<file path="src/rtl/stream_rr_arbiter.sv">
// Round-robin valid/ready stream arbiter with per-owner burst lock and a
// single-entry registered output stage that tags each beat with its source.
//
// Ports:
//   clk        rising-edge clock
//   rst        asynchronous active-high reset
//   req_valid  per-requester valid
//   req_ready  per-requester ready (at most one bit high)
//   req_data   requester i payload in bits [i*DATA_WIDTH +: DATA_WIDTH]
//   out_valid  output beat valid
//   out_ready  downstream ready
//   out_data   output payload
//   out_src    index of the requester that produced out_data
//   locked     high while a burst owner holds the grant
module stream_rr_arbiter #(
    parameter  int unsigned NUM_REQ    = 4,
    parameter  int unsigned DATA_WIDTH = 32,
    parameter  int unsigned MAX_BURST  = 4,
    localparam int unsigned IDX_W      = $clog2(NUM_REQ)
) (
    input  logic                          clk,
    input  logic                          rst,
    input  logic [NUM_REQ-1:0]            req_valid,
    output logic [NUM_REQ-1:0]            req_ready,
    input  logic [NUM_REQ*DATA_WIDTH-1:0] req_data,
    output logic                          out_valid,
    input  logic                          out_ready,
    output logic [DATA_WIDTH-1:0]         out_data,
    output logic [IDX_W-1:0]              out_src,
    output logic                          locked
);

    localparam int unsigned CNT_W = 8;

    typedef enum logic {
        ST_IDLE   = 1'b0,
        ST_LOCKED = 1'b1
    } state_e;

    state_e                  state_q, state_d;
    logic [IDX_W-1:0]        rr_ptr_q, rr_ptr_d;
    logic [IDX_W-1:0]        owner_q, owner_d;
    logic [CNT_W-1:0]        beat_cnt_q, beat_cnt_d;
    logic                    out_valid_q, out_valid_d;
    logic [DATA_WIDTH-1:0]   out_data_q, out_data_d;
    logic [IDX_W-1:0]        out_src_q, out_src_d;

    logic                    stage_ready_c;
    logic                    any_valid_c;
    logic                    owner_hold_c;
    logic [IDX_W-1:0]        search_base_c;
    logic [IDX_W-1:0]        rr_sel_c;
    logic [IDX_W-1:0]        idx_c;
    logic                    found_c;
    logic [IDX_W-1:0]        sel_c;
    logic [DATA_WIDTH-1:0]   sel_data_c;
    logic                    accept_c;

    // Grant selection: a live owner wins outright; otherwise round-robin
    // search starting after the pointer (or after an owner that just dropped).
    always_comb begin
        stage_ready_c = !out_valid_q || out_ready;
        any_valid_c   = |req_valid;
        owner_hold_c  = (state_q == ST_LOCKED) && req_valid[owner_q];
        search_base_c = (state_q == ST_LOCKED) ? owner_q : rr_ptr_q;
        rr_sel_c      = search_base_c;
        found_c       = 1'b0;
        idx_c         = '0;
        for (int unsigned k = 1; k <= NUM_REQ; k++) begin
            idx_c = IDX_W'((32'(search_base_c) + k) % NUM_REQ);
            if (!found_c && req_valid[idx_c]) begin
                found_c  = 1'b1;
                rr_sel_c = idx_c;
            end
        end
        sel_c = owner_hold_c ? owner_q : rr_sel_c;

        sel_data_c = '0;
        req_ready  = '0;
        for (int unsigned i = 0; i < NUM_REQ; i++) begin
            if (sel_c == IDX_W'(i)) begin
                sel_data_c   = req_data[i*DATA_WIDTH +: DATA_WIDTH];
                req_ready[i] = !rst && stage_ready_c && any_valid_c;
            end
        end
        accept_c = |(req_valid & req_ready);
    end

    // Output stage and lock bookkeeping for the next cycle.
    always_comb begin
        state_d     = state_q;
        rr_ptr_d    = rr_ptr_q;
        owner_d     = owner_q;
        beat_cnt_d  = beat_cnt_q;
        out_valid_d = out_valid_q;
        out_data_d  = out_data_q;
        out_src_d   = out_src_q;

        if (accept_c) begin
            out_valid_d = 1'b1;
            out_data_d  = sel_data_c;
            out_src_d   = sel_c;
        end else if (out_valid_q && out_ready) begin
            out_valid_d = 1'b0;
        end

        // Owner went quiet: release now, even while the stage is stalled.
        if ((state_q == ST_LOCKED) && !req_valid[owner_q]) begin
            state_d    = ST_IDLE;
            rr_ptr_d   = owner_q;
            beat_cnt_d = '0;
        end

        if (accept_c) begin
            if (owner_hold_c) begin
                if (beat_cnt_q == CNT_W'(MAX_BURST - 1)) begin
                    state_d    = ST_IDLE;
                    rr_ptr_d   = owner_q;
                    beat_cnt_d = '0;
                end else begin
                    beat_cnt_d = beat_cnt_q + CNT_W'(1);
                end
            end else if (MAX_BURST == 1) begin
                state_d  = ST_IDLE;
                rr_ptr_d = sel_c;
            end else begin
                state_d    = ST_LOCKED;
                owner_d    = sel_c;
                beat_cnt_d = CNT_W'(1);
            end
        end
    end

    // State and output registers.
    always_ff @(posedge clk or posedge rst) begin
        if (rst) begin
            state_q     <= ST_IDLE;
            rr_ptr_q    <= IDX_W'(NUM_REQ - 1);
            owner_q     <= '0;
            beat_cnt_q  <= '0;
            out_valid_q <= 1'b0;
            out_data_q  <= '0;
            out_src_q   <= '0;
        end else begin
            state_q     <= state_d;
            rr_ptr_q    <= rr_ptr_d;
            owner_q     <= owner_d;
            beat_cnt_q  <= beat_cnt_d;
            out_valid_q <= out_valid_d;
            out_data_q  <= out_data_d;
            out_src_q   <= out_src_d;
        end
    end

    assign out_valid = out_valid_q;
    assign out_data  = out_data_q;
    assign out_src   = out_src_q;
    assign locked    = (state_q == ST_LOCKED);

endmodule

</file>
<file path="config.mk">
export PLATFORM = sky130hd
export DESIGN_NAME = stream_rr_arbiter
export DESIGN_NICKNAME = d
export VERILOG_FILES = /design/src/rtl/stream_rr_arbiter.sv
export SDC_FILE = /design/constraint.sdc
export NUM_CORES = 1
export LEC_CHECK = 0
export BUFFER_PORTS_ARGS = -buffer_cell sky130_fd_sc_hd__buf_4
export CAP_MARGIN = 15
export CORE_ASPECT_RATIO = 0.7
export CORE_MARGIN = 2
export CORE_UTILIZATION = 47
export CTS_CLUSTER_DIAMETER = 200
export DETAILED_ROUTE_END_ITERATION = 12
export PLACE_DENSITY = 0.95
export SLEW_MARGIN = 30
export SYNTH_ARGS = -nofsm -noshare
export SYNTH_HDL_FRONTEND = slang
export SYNTH_SLANG_ARGS = --single-unit
</file>
<file path="constraint.sdc">
create_clock -name clk -period 4.5 [get_ports clk]
set_input_delay 0.9 -clock clk [delete_from_list [all_inputs] [get_ports clk]]
set_output_delay 0.9 -clock clk [all_outputs]
set_load 0.01 [all_outputs]
</file>
==> results of run 1 <==
## layer usage
metal | GRT usage | share of wire | vias up
met5 | 0 | 0 | -
met4 | 0.07002 | 0.015 | 0
met3 | 0.06106 | 0.078 | 10
met2 | 0.4079 | 0.50 | 129
met1 | 0.2977 | 0.41 | 1317
li1 | - | - | 1398
## flip-flops by register name, summed over array words and instances (netlist names)
signal / cells
out_valid: 1
out_data: 32
rr_ptr_q: 2
beat_cnt_q: 8
out_src: 2
locked: 1
owner_q: 2
## tightest hold or removal path, stage by stage (launching register included)
cell and delay, ns:
dfrtp_1 0.35, nand2_1 0.05, o221ai_1 0.06
## cells in the mapped netlist, types with 2 or more instances
cell	instances
a21o_1	2
xor2_1	2
a211oi_1	2
a32oi_1	2
buf_6	4
nand2_1	46
and3_1	3
a21oi_1	4
buf_4	4
o31ai_1	2
mux2i_1	66
nand3_1	6
nand2b_1	3
a22o_1	2
inv_1	4
o21ai_0	10
clkbuf_1	12
dfrtp_1	46
nor2_1	10
o221ai_1	32
mux2_2	4
dfstp_2	2
## report_power, final
part | switching [mW] | total, mW | internal [mW]
Combinational | 0.716 | 1.46 | 0.744
Sequential | 0.131 | 0.748 | 0.617
Clock | 0.134 | 0.256 | 0.123
Total | 0.982 | 2.46 | 1.48
## stage by stage
stage	hold WS, ns	power, mW	util	instances
2_1_floorplan	0.4545	1.751	-	284
3_3_place_gp	0.4695	2.162	0.7217	517
6_report	0.4943	2.465	0.7376	525
3_5_place_dp	0.4792	2.231	0.7217	517
5_1_grt	0.5135	2.644	0.7376	525
4_1_cts	0.5001	2.487	0.7374	525
## worst paths after layout
path	depth (start not counted)	to	slack, ns
max in group asynchronous	2	out_data[23]	3.28
worst min-delay path	2	out_data[14]	0.49
worst max-delay path	6	req_ready[0]	0.87
min in group asynchronous	2	out_valid	0.74
worst max register to register	7	out_data[11]	1.40
worst min register to register	2	out_data[14]	0.49
## cell type report
type / count / area [µm²] / area share
Sequential cell: 48 / 1204 / 0.2780
Clock inverter: 2 / 10.01 / 0.002311
Tap cell: 75 / 93.84 / 0.02167
Multi-Input combinational cell: 211 / 1580 / 0.3649
Timing Repair Buffer: 179 / 1344 / 0.3103
Clock buffer: 6 / 82.58 / 0.01907
Inverter: 4 / 16.27 / 0.003756
## cells by family after synthesis
kind of cell	Yosys count	synth area share
simple gates	73	0.1068
fa+ha+maj	1	0.004289
buf+inv	25	0.04804
flops	48	0.4127
compound gates	63	0.1673
xor+xnor	2	0.006007
mux	72	0.2548
## cells in the final DEF (no fill, tap or decap), types with 2 or more instances in the layout
cell and count:
buf_4 179, mux2i_1 66, nand2_1 46, dfrtp_1 46
o221ai_1 32, nor2_1 10, o21ai_0 10, nand3_1 6
clkbuf_8 6, a21oi_1 4, mux2_2 4, inv_1 3
nand2b_1 3, and3_1 3, clkinv_2 3, a211oi_1 2
a32oi_1 2, o31ai_1 2, a22o_1 2, xor2_1 2
dfstp_2 2
==> flow_summary.html, run 1 <==
<table>
<tr><th>Metric</th><th>Value</th></tr>
<tr><th colspan="2">Outcome</th></tr>
<tr><td>Run status</td><td>completed</td></tr>
<tr><th colspan="2">Clocking</th></tr>
<tr><td>Maximum buffer depth of the clock tree</td><td>2</td></tr>
<tr><td>Root buf cell</td><td>clkbuf_8</td></tr>
<tr><td>Clock buffers created by TritonCTS</td><td>5</td></tr>
<tr><td>Hold-fix buffers at CTS</td><td>0</td></tr>
<tr><td>Post-cts sizing count</td><td>0</td></tr>
<tr><td>Buffer count from post-CTS setup fixing</td><td>0</td></tr>
<tr><td>Clock transition at the registers of the reported paths</td><td>0.08 ns</td></tr>
<tr><td>Source-to-sink clock delay at the later pin of the worst-skew pair</td><td>0.29 ns</td></tr>
<tr><td>CTS tree</td><td>built</td></tr>
<tr><td>Number of sinks handled by clock tree synthesis</td><td>48</td></tr>
<tr><td>Number of levels the H-tree was split into</td><td>2</td></tr>
<tr><th colspan="2">Timing</th></tr>
<tr><td>Time the final worst path needs with I/O delays and setup</td><td>3.626 ns</td></tr>
<tr><td>Final cycle utilization of the critical path</td><td>0.8058</td></tr>
<tr><td>Highest achievable clock rate</td><td>275.8 MHz</td></tr>
<tr><td>Slew HR</td><td>0.4699</td></tr>
<tr><td>Unrepaired setup endpoints after global routing</td><td>false</td></tr>
<tr><td>Final-layout setup total negative slack</td><td>0 ns</td></tr>
<tr><td>Final Setup Violations</td><td>0</td></tr>
<tr><td>Measured slew at the worst slew-check pin</td><td>0.7942 ns</td></tr>
<tr><td>Final Hold Vio Count</td><td>0</td></tr>
<tr><td>Final slew viol count</td><td>0</td></tr>
<tr><td>Worst setup slack after layout</td><td>0.8739 ns</td></tr>
<tr><td>Setup skew after layout</td><td>0.006942 ns</td></tr>
<tr><th colspan="2">Pwr</th></tr>
<tr><td>Total leakage power</td><td>2.225 nW</td></tr>
<tr><td>P per Cell Area</td><td>569.2 nW/µm²</td></tr>
<tr><td>Maximum vdd drop</td><td>285.5 µV</td></tr>
<tr><th colspan="2">Finish</th></tr>
<tr><td>Total non-filler cell area in the finished layout</td><td>4330 µm²</td></tr>
<tr><td>Net total in the final layout</td><td>585</td></tr>
<tr><td>Fraction of final layout cells with drive strength greater than 1</td><td>0.4378</td></tr>
<tr><td>Filler cell count</td><td>412</td></tr>
<tr><td>Post-synthesis to final-layout area growth</td><td>48.48%</td></tr>
<tr><td>Number of antenna diodes</td><td>0</td></tr>
<tr><th colspan="2">Logic synthesis</th></tr>
<tr><td>Cell type with the largest total area after synthesis</td><td>dfrtp_1</td></tr>
<tr><td>Synth area leaders</td><td>dfrtp_1, mux2i_1, o221ai_1</td></tr>
<tr><td>Synth Area per Inst</td><td>10.27 µm²</td></tr>
<tr><td>Number of standard cells after synthesis</td><td>284</td></tr>
<tr><td>Synthesized area</td><td>2917 µm²</td></tr>
<tr><td>Proportion of netlist area held by the largest area contributor</td><td>0.3947</td></tr>
<tr><td>Count of cell types in the netlist</td><td>38</td></tr>
<tr><td>Number of flops mapped to enable cells by yosys</td><td>0</td></tr>
<tr><td>Top_reg_cell synth</td><td>dfrtp_1</td></tr>
<tr><td>Number of nets produced by synthesis</td><td>420</td></tr>
<tr><td>Count of synthesis-stage warnings from yosys</td><td>0</td></tr>
<tr><td>Post-synthesis sequential area ratio</td><td>0.4127</td></tr>
<tr><td>Share of flip-flops with an asynchronous set or reset</td><td>1.000</td></tr>
<tr><td>Number of storage elements in the synthesis netlist</td><td>48</td></tr>
<tr><th colspan="2">Worst hold path</th></tr>
<tr><td>Worst Hold Launch</td><td>out_data[14]</td></tr>
<tr><td>Type of the worst min-delay path</td><td>reg2reg</td></tr>
<tr><th colspan="2">Worst setup path</th></tr>
<tr><td>Maximum fanout count along the critical path</td><td>34</td></tr>
<tr><td>Critical R2R Launch</td><td>locked</td></tr>
<tr><td>Worst path bufs/invs</td><td>1</td></tr>
<tr><td>Required time of the critical path</td><td>3.60 ns</td></tr>
<tr><td>Critical path startpoint category</td><td>flip-flop</td></tr>
<tr><td>Crit end category</td><td>output pin</td></tr>
<tr><td>Cell with the largest stage delay on the worst path</td><td>dfrtp_1</td></tr>
<tr><td>Worst EP arrival</td><td>2.73 ns</td></tr>
<tr><td>Largest delay share family, worst path</td><td>multiplexers</td></tr>
<tr><td>Stage delay of the slowest cell on the critical path</td><td>0.61 ns</td></tr>
<tr><td>Worst-path cell chain</td><td>mux2i_1, mux2_2, o211a_1, a21o_4, and3_1, buf_4</td></tr>
<tr><td>Startpoint of the worst setup timing path</td><td>locked</td></tr>
<tr><td>Worst Path Class, Setup</td><td>reg2out</td></tr>
<tr><th colspan="2">Floorplanning</th></tr>
<tr><td>Num rows</td><td>23</td></tr>
<tr><td>Height of the die</td><td>69.91 µm</td></tr>
<tr><td>Initial Utilization</td><td>0.4968</td></tr>
<tr><td>Floorplan die width</td><td>98.16 µm</td></tr>
<tr><td>I/O pin count</td><td>175</td></tr>
<tr><td>Core region area</td><td>5871 µm²</td></tr>
<tr><td>Full die area</td><td>6862 µm²</td></tr>
<tr><th colspan="2">Place</th></tr>
<tr><td>Routability-driven placement congestion ratio</td><td>0.8712</td></tr>
<tr><td>Port buffer count</td><td>174</td></tr>
<tr><td>Setup slack after placement</td><td>1.008 ns</td></tr>
<tr><td>Placed Area</td><td>4237 µm²</td></tr>
<tr><td>Placed wire-length estimate after detailed placement</td><td>6.255 mm</td></tr>
<tr><th colspan="2">Global routing</th></tr>
<tr><td>Total track usage</td><td>0.2376</td></tr>
<tr><td>First-pass GRT wire length</td><td>13.47 mm</td></tr>
<tr><td>Total grt overflow</td><td>0</td></tr>
<tr><td>Antenna violations before repair</td><td>0</td></tr>
<tr><td>Pin count of the biggest net entering global routing</td><td>49</td></tr>
<tr><td>Vias in the first global route</td><td>2911</td></tr>
<tr><th colspan="2">Detailed routing</th></tr>
<tr><td>Final WL</td><td>8.210 mm</td></tr>
<tr><td>Antenna violation net count after detailed routing</td><td>0</td></tr>
<tr><td>Vias per std cell</td><td>5.436</td></tr>
<tr><td># DRC</td><td>0</td></tr>
<tr><td>Detailed-route via count</td><td>2854</td></tr>
<tr><td>Drt first pass iters</td><td>4</td></tr>
<tr><td>Detailed router's first-iteration violation count</td><td>121</td></tr>
<tr><td>Average wire per standard cell</td><td>15.64 µm</td></tr>
<tr><th colspan="2">Job</th></tr>
<tr><td>Reported max-cap violation count</td><td>0</td></tr>
</table>
Power figures use the tool's default switching activity.
==> inputs of run 2 (changes only) <==
- CORE_UTILIZATION: 47 -> 44
- PLACE_DENSITY: 0.95 -> 0.9
- clock period: 4.5 -> 3.5 ns (I/O delays scaled with it)
==> flow_summary.html, run 2 (synthesized netlist as in run 1, its figures left out) <==
<table>
<tr><th>Metric</th><th>Value</th></tr>
<tr><th colspan="2">Worst setup path</th></tr>
<tr><td>Worst EP arrival</td><td>2.58 ns</td></tr>
<tr><td>Critical R2R Launch</td><td>locked</td></tr>
<tr><td>Critical path startpoint category</td><td>flip-flop</td></tr>
<tr><td>Required time of the critical path</td><td>2.80 ns</td></tr>
<tr><td>Worst Path Class, Setup</td><td>reg2out</td></tr>
<tr><td>Crit end category</td><td>output pin</td></tr>
<tr><td>Worst Reg2Reg Path Length in Cells</td><td>7</td></tr>
<tr><td>Register-to-register setup slack</td><td>0.64 ns</td></tr>
<tr><td>Maximum fanout count along the critical path</td><td>11</td></tr>
<tr><td>Critical register-to-register path endpoint</td><td>out_data[12]</td></tr>
<tr><th colspan="2">Detailed routing</th></tr>
<tr><td>Detailed router's first-iteration violation count</td><td>97</td></tr>
<tr><td>Final WL</td><td>8.550 mm</td></tr>
<tr><td>Highest Signal Layer</td><td>met4</td></tr>
<tr><td>Met1 Routed Length</td><td>3.406 mm</td></tr>
<tr><td>Detailed-route via count</td><td>2941</td></tr>
<tr><td>Drt first pass iters</td><td>4</td></tr>
<tr><td>Antenna violation net count after detailed routing</td><td>0</td></tr>
<tr><td>Wire length on met2</td><td>4.275 mm</td></tr>
<tr><td>Average wire per standard cell</td><td>16.16 µm</td></tr>
<tr><td>Vias per std cell</td><td>5.560</td></tr>
<tr><td># DRC</td><td>0</td></tr>
<tr><td>Sum of met3 wire segment lengths after detailed routing</td><td>788 µm</td></tr>
<tr><th colspan="2">Job</th></tr>
<tr><td>Reported max-cap violation count</td><td>0</td></tr>
<tr><th colspan="2">Clocking</th></tr>
<tr><td>Source-to-sink clock delay at the later pin of the worst-skew pair</td><td>0.29 ns</td></tr>
<tr><td>Clock transition at the registers of the reported paths</td><td>0.09 ns</td></tr>
<tr><td>Root buf cell</td><td>clkbuf_8</td></tr>
<tr><td>CTS tree</td><td>built</td></tr>
<tr><td>Post-cts sizing count</td><td>0</td></tr>
<tr><td>Number of levels the H-tree was split into</td><td>2</td></tr>
<tr><td>Number of sinks handled by clock tree synthesis</td><td>48</td></tr>
<tr><td>Maximum buffer depth of the clock tree</td><td>2</td></tr>
<tr><td>Buffer count from post-CTS setup fixing</td><td>0</td></tr>
<tr><td>Clock buffers created by TritonCTS</td><td>5</td></tr>
<tr><td>Hold-fix buffers at CTS</td><td>0</td></tr>
<tr><th colspan="2">Floorplanning</th></tr>
<tr><td>Full die area</td><td>7306 µm²</td></tr>
<tr><td>Height of the die</td><td>72.12 µm</td></tr>
<tr><td>Core region area</td><td>6306 µm²</td></tr>
<tr><td>Initial Utilization</td><td>0.4625</td></tr>
<tr><td>I/O pin count</td><td>175</td></tr>
<tr><td>Floorplan die width</td><td>101.3 µm</td></tr>
<tr><td>Num rows</td><td>24</td></tr>
<tr><th colspan="2">Pwr</th></tr>
<tr><td>Total leakage power</td><td>2.235 nW</td></tr>
<tr><td>Switch share</td><td>0.3936</td></tr>
<tr><td>Switching power total</td><td>1.280 mW</td></tr>
<tr><td>Design internal power</td><td>1.972 mW</td></tr>
<tr><td>P per Cell Area</td><td>746.1 nW/µm²</td></tr>
<tr><td>Portion of total power attributed to sequential cells</td><td>0.292</td></tr>
<tr><td>Combinational power share</td><td>0.587</td></tr>
<tr><td>Maximum vdd drop</td><td>502.3 µV</td></tr>
<tr><td>Share of power burned in the clock network</td><td>0.121</td></tr>
<tr><th colspan="2">Finish</th></tr>
<tr><td>Filler-free cell count of the finished design</td><td>529</td></tr>
<tr><td>Number of antenna diodes</td><td>0</td></tr>
<tr><td>Sequential standard cell area</td><td>1204 µm²</td></tr>
<tr><td>Number of flip-flops in the largest register</td><td>32</td></tr>
<tr><td>Fraction of final layout cells with drive strength greater than 1</td><td>0.4368</td></tr>
<tr><td>Net total in the final layout</td><td>586</td></tr>
<tr><td>Filler cell count</td><td>467</td></tr>
<tr><td>Post-synthesis to final-layout area growth</td><td>49.42%</td></tr>
<tr><td>Top library cells by usage in the layout, fill and taps aside</td><td>buf_4, mux2i_1, nand2_1, dfrtp_1, o221ai_1</td></tr>
<tr><td>Most common library cell in the layout ignoring fill and taps</td><td>buf_4</td></tr>
<tr><td>Multi-input logic area</td><td>1580 µm²</td></tr>
<tr><th colspan="2">Timing</th></tr>
<tr><td>Final slew viol count</td><td>0</td></tr>
<tr><td>Unrepaired setup endpoints after global routing</td><td>false</td></tr>
<tr><td>Measured slew at the worst slew-check pin</td><td>0.5970 ns</td></tr>
<tr><td>Final cycle utilization of the critical path</td><td>0.9362</td></tr>
<tr><td>Setup skew after layout</td><td>0.003565 ns</td></tr>
<tr><td>Final-layout setup total negative slack</td><td>0 ns</td></tr>
<tr><td>Slew HR</td><td>0.6020</td></tr>
<tr><td>Final Setup Violations</td><td>0</td></tr>
<tr><td>Final Hold Vio Count</td><td>0</td></tr>
<tr><td>Highest achievable clock rate</td><td>305.2 MHz</td></tr>
<tr><td>Worst setup slack after layout</td><td>0.2231 ns</td></tr>
<tr><td>Time the final worst path needs with I/O delays and setup</td><td>3.277 ns</td></tr>
<tr><th colspan="2">Place</th></tr>
<tr><td>Placed wire-length estimate after detailed placement</td><td>6.414 mm</td></tr>
<tr><td>Port buffer count</td><td>174</td></tr>
<tr><td>Setup slack after placement</td><td>0.5302 ns</td></tr>
<tr><td>Cell total after placement</td><td>521</td></tr>
<tr><td>Routability-driven placement congestion ratio</td><td>0.8712</td></tr>
<tr><th colspan="2">Global routing</th></tr>
<tr><td>Pin count of the biggest net entering global routing</td><td>49</td></tr>
<tr><td>Total grt overflow</td><td>0</td></tr>
<tr><td>Vias in the first global route</td><td>2818</td></tr>
<tr><td>Antenna violations before repair</td><td>0</td></tr>
<tr><td>Total track usage</td><td>0.2296</td></tr>
<tr><td>First-pass GRT wire length</td><td>13.32 mm</td></tr>
<tr><th colspan="2">Worst hold path</th></tr>
<tr><td>Type of the worst min-delay path</td><td>in2async</td></tr>
<tr><th colspan="2">Outcome</th></tr>
<tr><td>Run status</td><td>completed</td></tr>
</table>
[run 2: worst max path at each step]
stage | end | slack, ns | from
after detailed placement | out_data[12] | 0.53 | req_valid[3]
after floorplan | req_ready[0] | 0.69 | locked
after global placement | req_ready[2] | 0.66 | req_valid[3]
final | req_ready[2] | 0.22 | locked
after CTS | req_ready[2] | 0.26 | locked
after global routing | req_ready[2] | 0.15 | locked
[run 2: worst max-delay path: stages (launching register included)]
cell     delay, ns
dfrtp_1       0.60
mux2i_1       0.45
mux2_2        0.39
o211a_1       0.24
a21o_4        0.26
and3_1        0.19
buf_4         0.14
[run 2: power groups by stage]
stage	Combinational [mW]	Sequential, mW	Clock [mW]
finish	1.91	0.950	0.395
global route	2.06	0.986	0.422
CTS	1.92	0.951	0.402
detailed placement	1.92	0.956	0
global placement	1.85	0.944	0
floorplan	1.23	1.02	0
[run 2: layer usage]
| layer | vias up | global-route usage |
|---|---|---|
| met5 | - | 0 |
| met4 | 0 | 0.04805 |
| met3 | 10 | 0.05780 |
| met2 | 155 | 0.4202 |
| met1 | 1372 | 0.2747 |
| li1 | 1404 | - |
[run 2: layout make-up]
| type | instances | area share |
|---|---|---|
| multi-input cells | 211 | 0.3626 |
| repair buffers | 180 | 0.3101 |
| flip-flops and latches | 48 | 0.2762 |
| well taps | 78 | 0.02239 |
| clock buffers | 6 | 0.01665 |
| clock inverters | 2 | 0.008039 |
| inverters | 4 | 0.004020 |
[run 2: metrics by stage]
step / util / area, µm² / hold WS (ns) / total power, mW
3_3_place_gp: 0.6736 / 4248 / 0.4661 / 2.799
4_1_cts: 0.6911 / 4358 / 0.5005 / 3.276
2_1_floorplan: - / 2917 / 0.4545 / 2.252
6_report: 0.6911 / 4358 / 0.4794 / 3.252
3_5_place_dp: 0.6740 / 4250 / 0.4752 / 2.880
5_1_grt: 0.6911 / 4358 / 0.5280 / 3.470
==> inputs of run 3 (changes only) <==
- BUFFER_PORTS_ARGS: -buffer_cell sky130_fd_sc_hd__buf_4 -> default
- CORE_UTILIZATION: 44 -> 63
- DONT_BUFFER_PORTS: default -> 1
- PLACE_DENSITY: 0.9 -> 0.79
==> flow_summary.html, run 3 (synthesized netlist as in run 1, its figures left out) <==
<table>
<tr><th>Metric</th><th>Value</th></tr>
<tr><th colspan="2">Outcome</th></tr>
<tr><td>Run status</td><td>completed</td></tr>
<tr><th colspan="2">Clocking</th></tr>
<tr><td>Number of levels the H-tree was split into</td><td>2</td></tr>
<tr><td>Root buf cell</td><td>clkbuf_8</td></tr>
<tr><td>Source-to-sink clock delay at the later pin of the worst-skew pair</td><td>0.30 ns</td></tr>
<tr><td>Clock transition at the registers of the reported paths</td><td>0.09 ns</td></tr>
<tr><td>Buffer count from post-CTS setup fixing</td><td>0</td></tr>
<tr><td>Maximum buffer depth of the clock tree</td><td>2</td></tr>
<tr><td>CTS tree</td><td>built</td></tr>
<tr><td>Number of sinks handled by clock tree synthesis</td><td>48</td></tr>
<tr><td>Hold-fix buffers at CTS</td><td>0</td></tr>
<tr><td>Clock buffers created by TritonCTS</td><td>5</td></tr>
<tr><td>Post-cts sizing count</td><td>0</td></tr>
<tr><th colspan="2">Worst setup path</th></tr>
<tr><td>Worst EP arrival</td><td>2.62 ns</td></tr>
<tr><td>Cell with the largest stage delay on the worst path</td><td>dfrtp_1</td></tr>
<tr><td>Worst Path Class, Setup</td><td>reg2out</td></tr>
<tr><td>Stage delay of the slowest cell on the critical path</td><td>0.63 ns</td></tr>
<tr><td>Largest delay share family, worst path</td><td>multiplexers</td></tr>
<tr><td>Worst-path cell chain</td><td>mux2i_1, mux2_2, o211a_1, a21o_4, nor2_1, buf_4</td></tr>
<tr><td>Worst path bufs/invs</td><td>1</td></tr>
<tr><td>Critical path startpoint category</td><td>flip-flop</td></tr>
<tr><td>Crit end category</td><td>output pin</td></tr>
<tr><td>Maximum fanout count along the critical path</td><td>26</td></tr>
<tr><td>Required time of the critical path</td><td>2.80 ns</td></tr>
<tr><th colspan="2">Detailed routing</th></tr>
<tr><td>Vias per std cell</td><td>6.743</td></tr>
<tr><td>Antenna violation net count after detailed routing</td><td>0</td></tr>
<tr><td>Average wire per standard cell</td><td>20.51 µm</td></tr>
<tr><td># DRC</td><td>0</td></tr>
<tr><td>Detailed-route via count</td><td>2252</td></tr>
<tr><td>Detailed router's first-iteration violation count</td><td>138</td></tr>
<tr><td>Final WL</td><td>6.850 mm</td></tr>
<tr><td>Drt first pass iters</td><td>5</td></tr>
<tr><th colspan="2">Timing</th></tr>
<tr><td>Final Setup Violations</td><td>0</td></tr>
<tr><td>Setup skew after layout</td><td>0.007255 ns</td></tr>
<tr><td>Final cycle utilization of the critical path</td><td>0.9488</td></tr>
<tr><td>Final-layout setup total negative slack</td><td>0 ns</td></tr>
<tr><td>Slew HR</td><td>0.5871</td></tr>
<tr><td>Measured slew at the worst slew-check pin</td><td>0.6194 ns</td></tr>
<tr><td>Final Hold Vio Count</td><td>0</td></tr>
<tr><td>Highest achievable clock rate</td><td>301.1 MHz</td></tr>
<tr><td>Unrepaired setup endpoints after global routing</td><td>false</td></tr>
<tr><td>Time the final worst path needs with I/O delays and setup</td><td>3.321 ns</td></tr>
<tr><td>Final slew viol count</td><td>0</td></tr>
<tr><th colspan="2">Finish</th></tr>
<tr><td>Number of flip-flops in the largest register</td><td>32</td></tr>
<tr><td>Most common library cell in the layout ignoring fill and taps</td><td>mux2i_1</td></tr>
<tr><td>Filler cell count</td><td>350</td></tr>
<tr><td>Post-synthesis to final-layout area growth</td><td>3.689%</td></tr>
<tr><td>Number of antenna diodes</td><td>0</td></tr>
<tr><td>Fraction of final layout cells with drive strength greater than 1</td><td>0.08961</td></tr>
<tr><td>Net total in the final layout</td><td>414</td></tr>
<tr><td>Top library cells by usage in the layout, fill and taps aside</td><td>mux2i_1, nand2_1, dfrtp_1</td></tr>
<tr><td>Final core utilization</td><td>0.6866</td></tr>
<tr><th colspan="2">Floorplanning</th></tr>
<tr><td>I/O pin count</td><td>175</td></tr>
<tr><td>Floorplan die width</td><td>85.33 µm</td></tr>
<tr><td>Core region area</td><td>4404 µm²</td></tr>
<tr><td>Height of the die</td><td>60.93 µm</td></tr>
<tr><td>Num rows</td><td>20</td></tr>
<tr><td>Initial Utilization</td><td>0.6622</td></tr>
<tr><td>Full die area</td><td>5198 µm²</td></tr>
<tr><th colspan="2">Place</th></tr>
<tr><td>Placed wire-length estimate after detailed placement</td><td>4.959 mm</td></tr>
<tr><td>Port buffer count</td><td>0</td></tr>
<tr><td>Routability-driven placement congestion ratio</td><td>0.8737</td></tr>
<tr><th colspan="2">Pwr</th></tr>
<tr><td>P per Cell Area</td><td>912.8 nW/µm²</td></tr>
<tr><td>Portion of total power attributed to sequential cells</td><td>0.391</td></tr>
<tr><td>Maximum vdd drop</td><td>740.3 µV</td></tr>
<tr><td>Share of power burned in the clock network</td><td>0.123</td></tr>
<tr><td>Switching power total</td><td>1.169 mW</td></tr>
<tr><td>Combinational power share</td><td>0.486</td></tr>
<tr><td>Switch share</td><td>0.4235</td></tr>
<tr><td>Total leakage power</td><td>1.391 nW</td></tr>
<tr><td>Design internal power</td><td>1.591 mW</td></tr>
<tr><td>Post-layout power</td><td>2.760 mW</td></tr>
<tr><th colspan="2">Worst hold path</th></tr>
<tr><td>Type of the worst min-delay path</td><td>in2async</td></tr>
<tr><th colspan="2">Global routing</th></tr>
<tr><td>Vias in the first global route</td><td>2127</td></tr>
<tr><td>Antenna violations before repair</td><td>0</td></tr>
<tr><td>Total track usage</td><td>0.2579</td></tr>
<tr><td>First-pass GRT wire length</td><td>10.36 mm</td></tr>
<tr><td>Pin count of the biggest net entering global routing</td><td>49</td></tr>
<tr><td>Total grt overflow</td><td>0</td></tr>
<tr><th colspan="2">Job</th></tr>
<tr><td>Reported max-cap violation count</td><td>0</td></tr>
</table>
run 3: worst register-to-register path, cell delays in order (launching register included):
cell and delay (ns):
dfrtp_1 0.63, mux2i_1 0.46, mux2_2 0.38, o211a_1 0.23, a21o_4 0.35, buf_4 0.33, mux2i_1 0.25, o221ai_1 0.15
run 3: cell type report:
| type | count | area, µm² | share of cell area |
|---|---|---|---|
| timing repair buffer | 8 | 60.06 | 0.01986 |
| inverter | 4 | 17.52 | 0.005792 |
| sequential | 48 | 1204 | 0.3980 |
| multi-input combinational | 211 | 1580 | 0.5226 |
| clock buffer | 7 | 86.33 | 0.02855 |
| tap | 55 | 68.82 | 0.02276 |
| clock inverter | 1 | 7.507 | 0.002482 |
run 3: stage by stage:
| stage | hold WS (ns) | area [µm²] | setup WS [ns] | std cells |
|---|---|---|---|---|
| floorplan | 0.4545 | 2917 | 0.6886 | 284 |
| global placement | 0.4928 | 2928 | 0.5996 | 326 |
| detailed placement | 0.4996 | 2930 | 0.5193 | 326 |
| CTS | 0.3578 | 3024 | 0.1732 | 334 |
| global route | 0.3740 | 3024 | 0.002989 | 334 |
| finish | 0.3353 | 3024 | 0.1791 | 334 |
run 3: path summary, 6_finish.rpt:
kind / from / end / slack [ns] / depth (start not counted)
max: locked / req_ready[1] / 0.18 / 6
min: rst / out_data[16] / 0.34 / 1
max reg2reg: locked / out_data[4] / 0.59 / 7
min reg2reg: beat_cnt_q[7] / beat_cnt_q[7] / 0.52 / 1
max in group asynchronous: rst / out_data[20] / 2.77 / 1
min in group clk: beat_cnt_q[7] / beat_cnt_q[7] / 0.52 / 1
run 3: power by group through the flow:
stage | logic [mW] | registers, mW | clock network (mW)
2_1_floorplan | 1.23 | 1.02 | 0
3_3_place_gp | 1.30 | 1.08 | 0
3_5_place_dp | 1.35 | 1.08 | 0
4_1_cts | 1.35 | 1.08 | 0.348
5_1_grt | 1.48 | 1.11 | 0.376
6_report | 1.34 | 1.08 | 0.339
run 3: per-layer routing:
layer	part of all wire	global-route usage	vias up
met5	0	0	-
met4	0.012	0.08163	0
met3	0.091	0.06803	8
met2	0.48	0.4152	120
met1	0.41	0.3500	1067
li1	-	-	1057
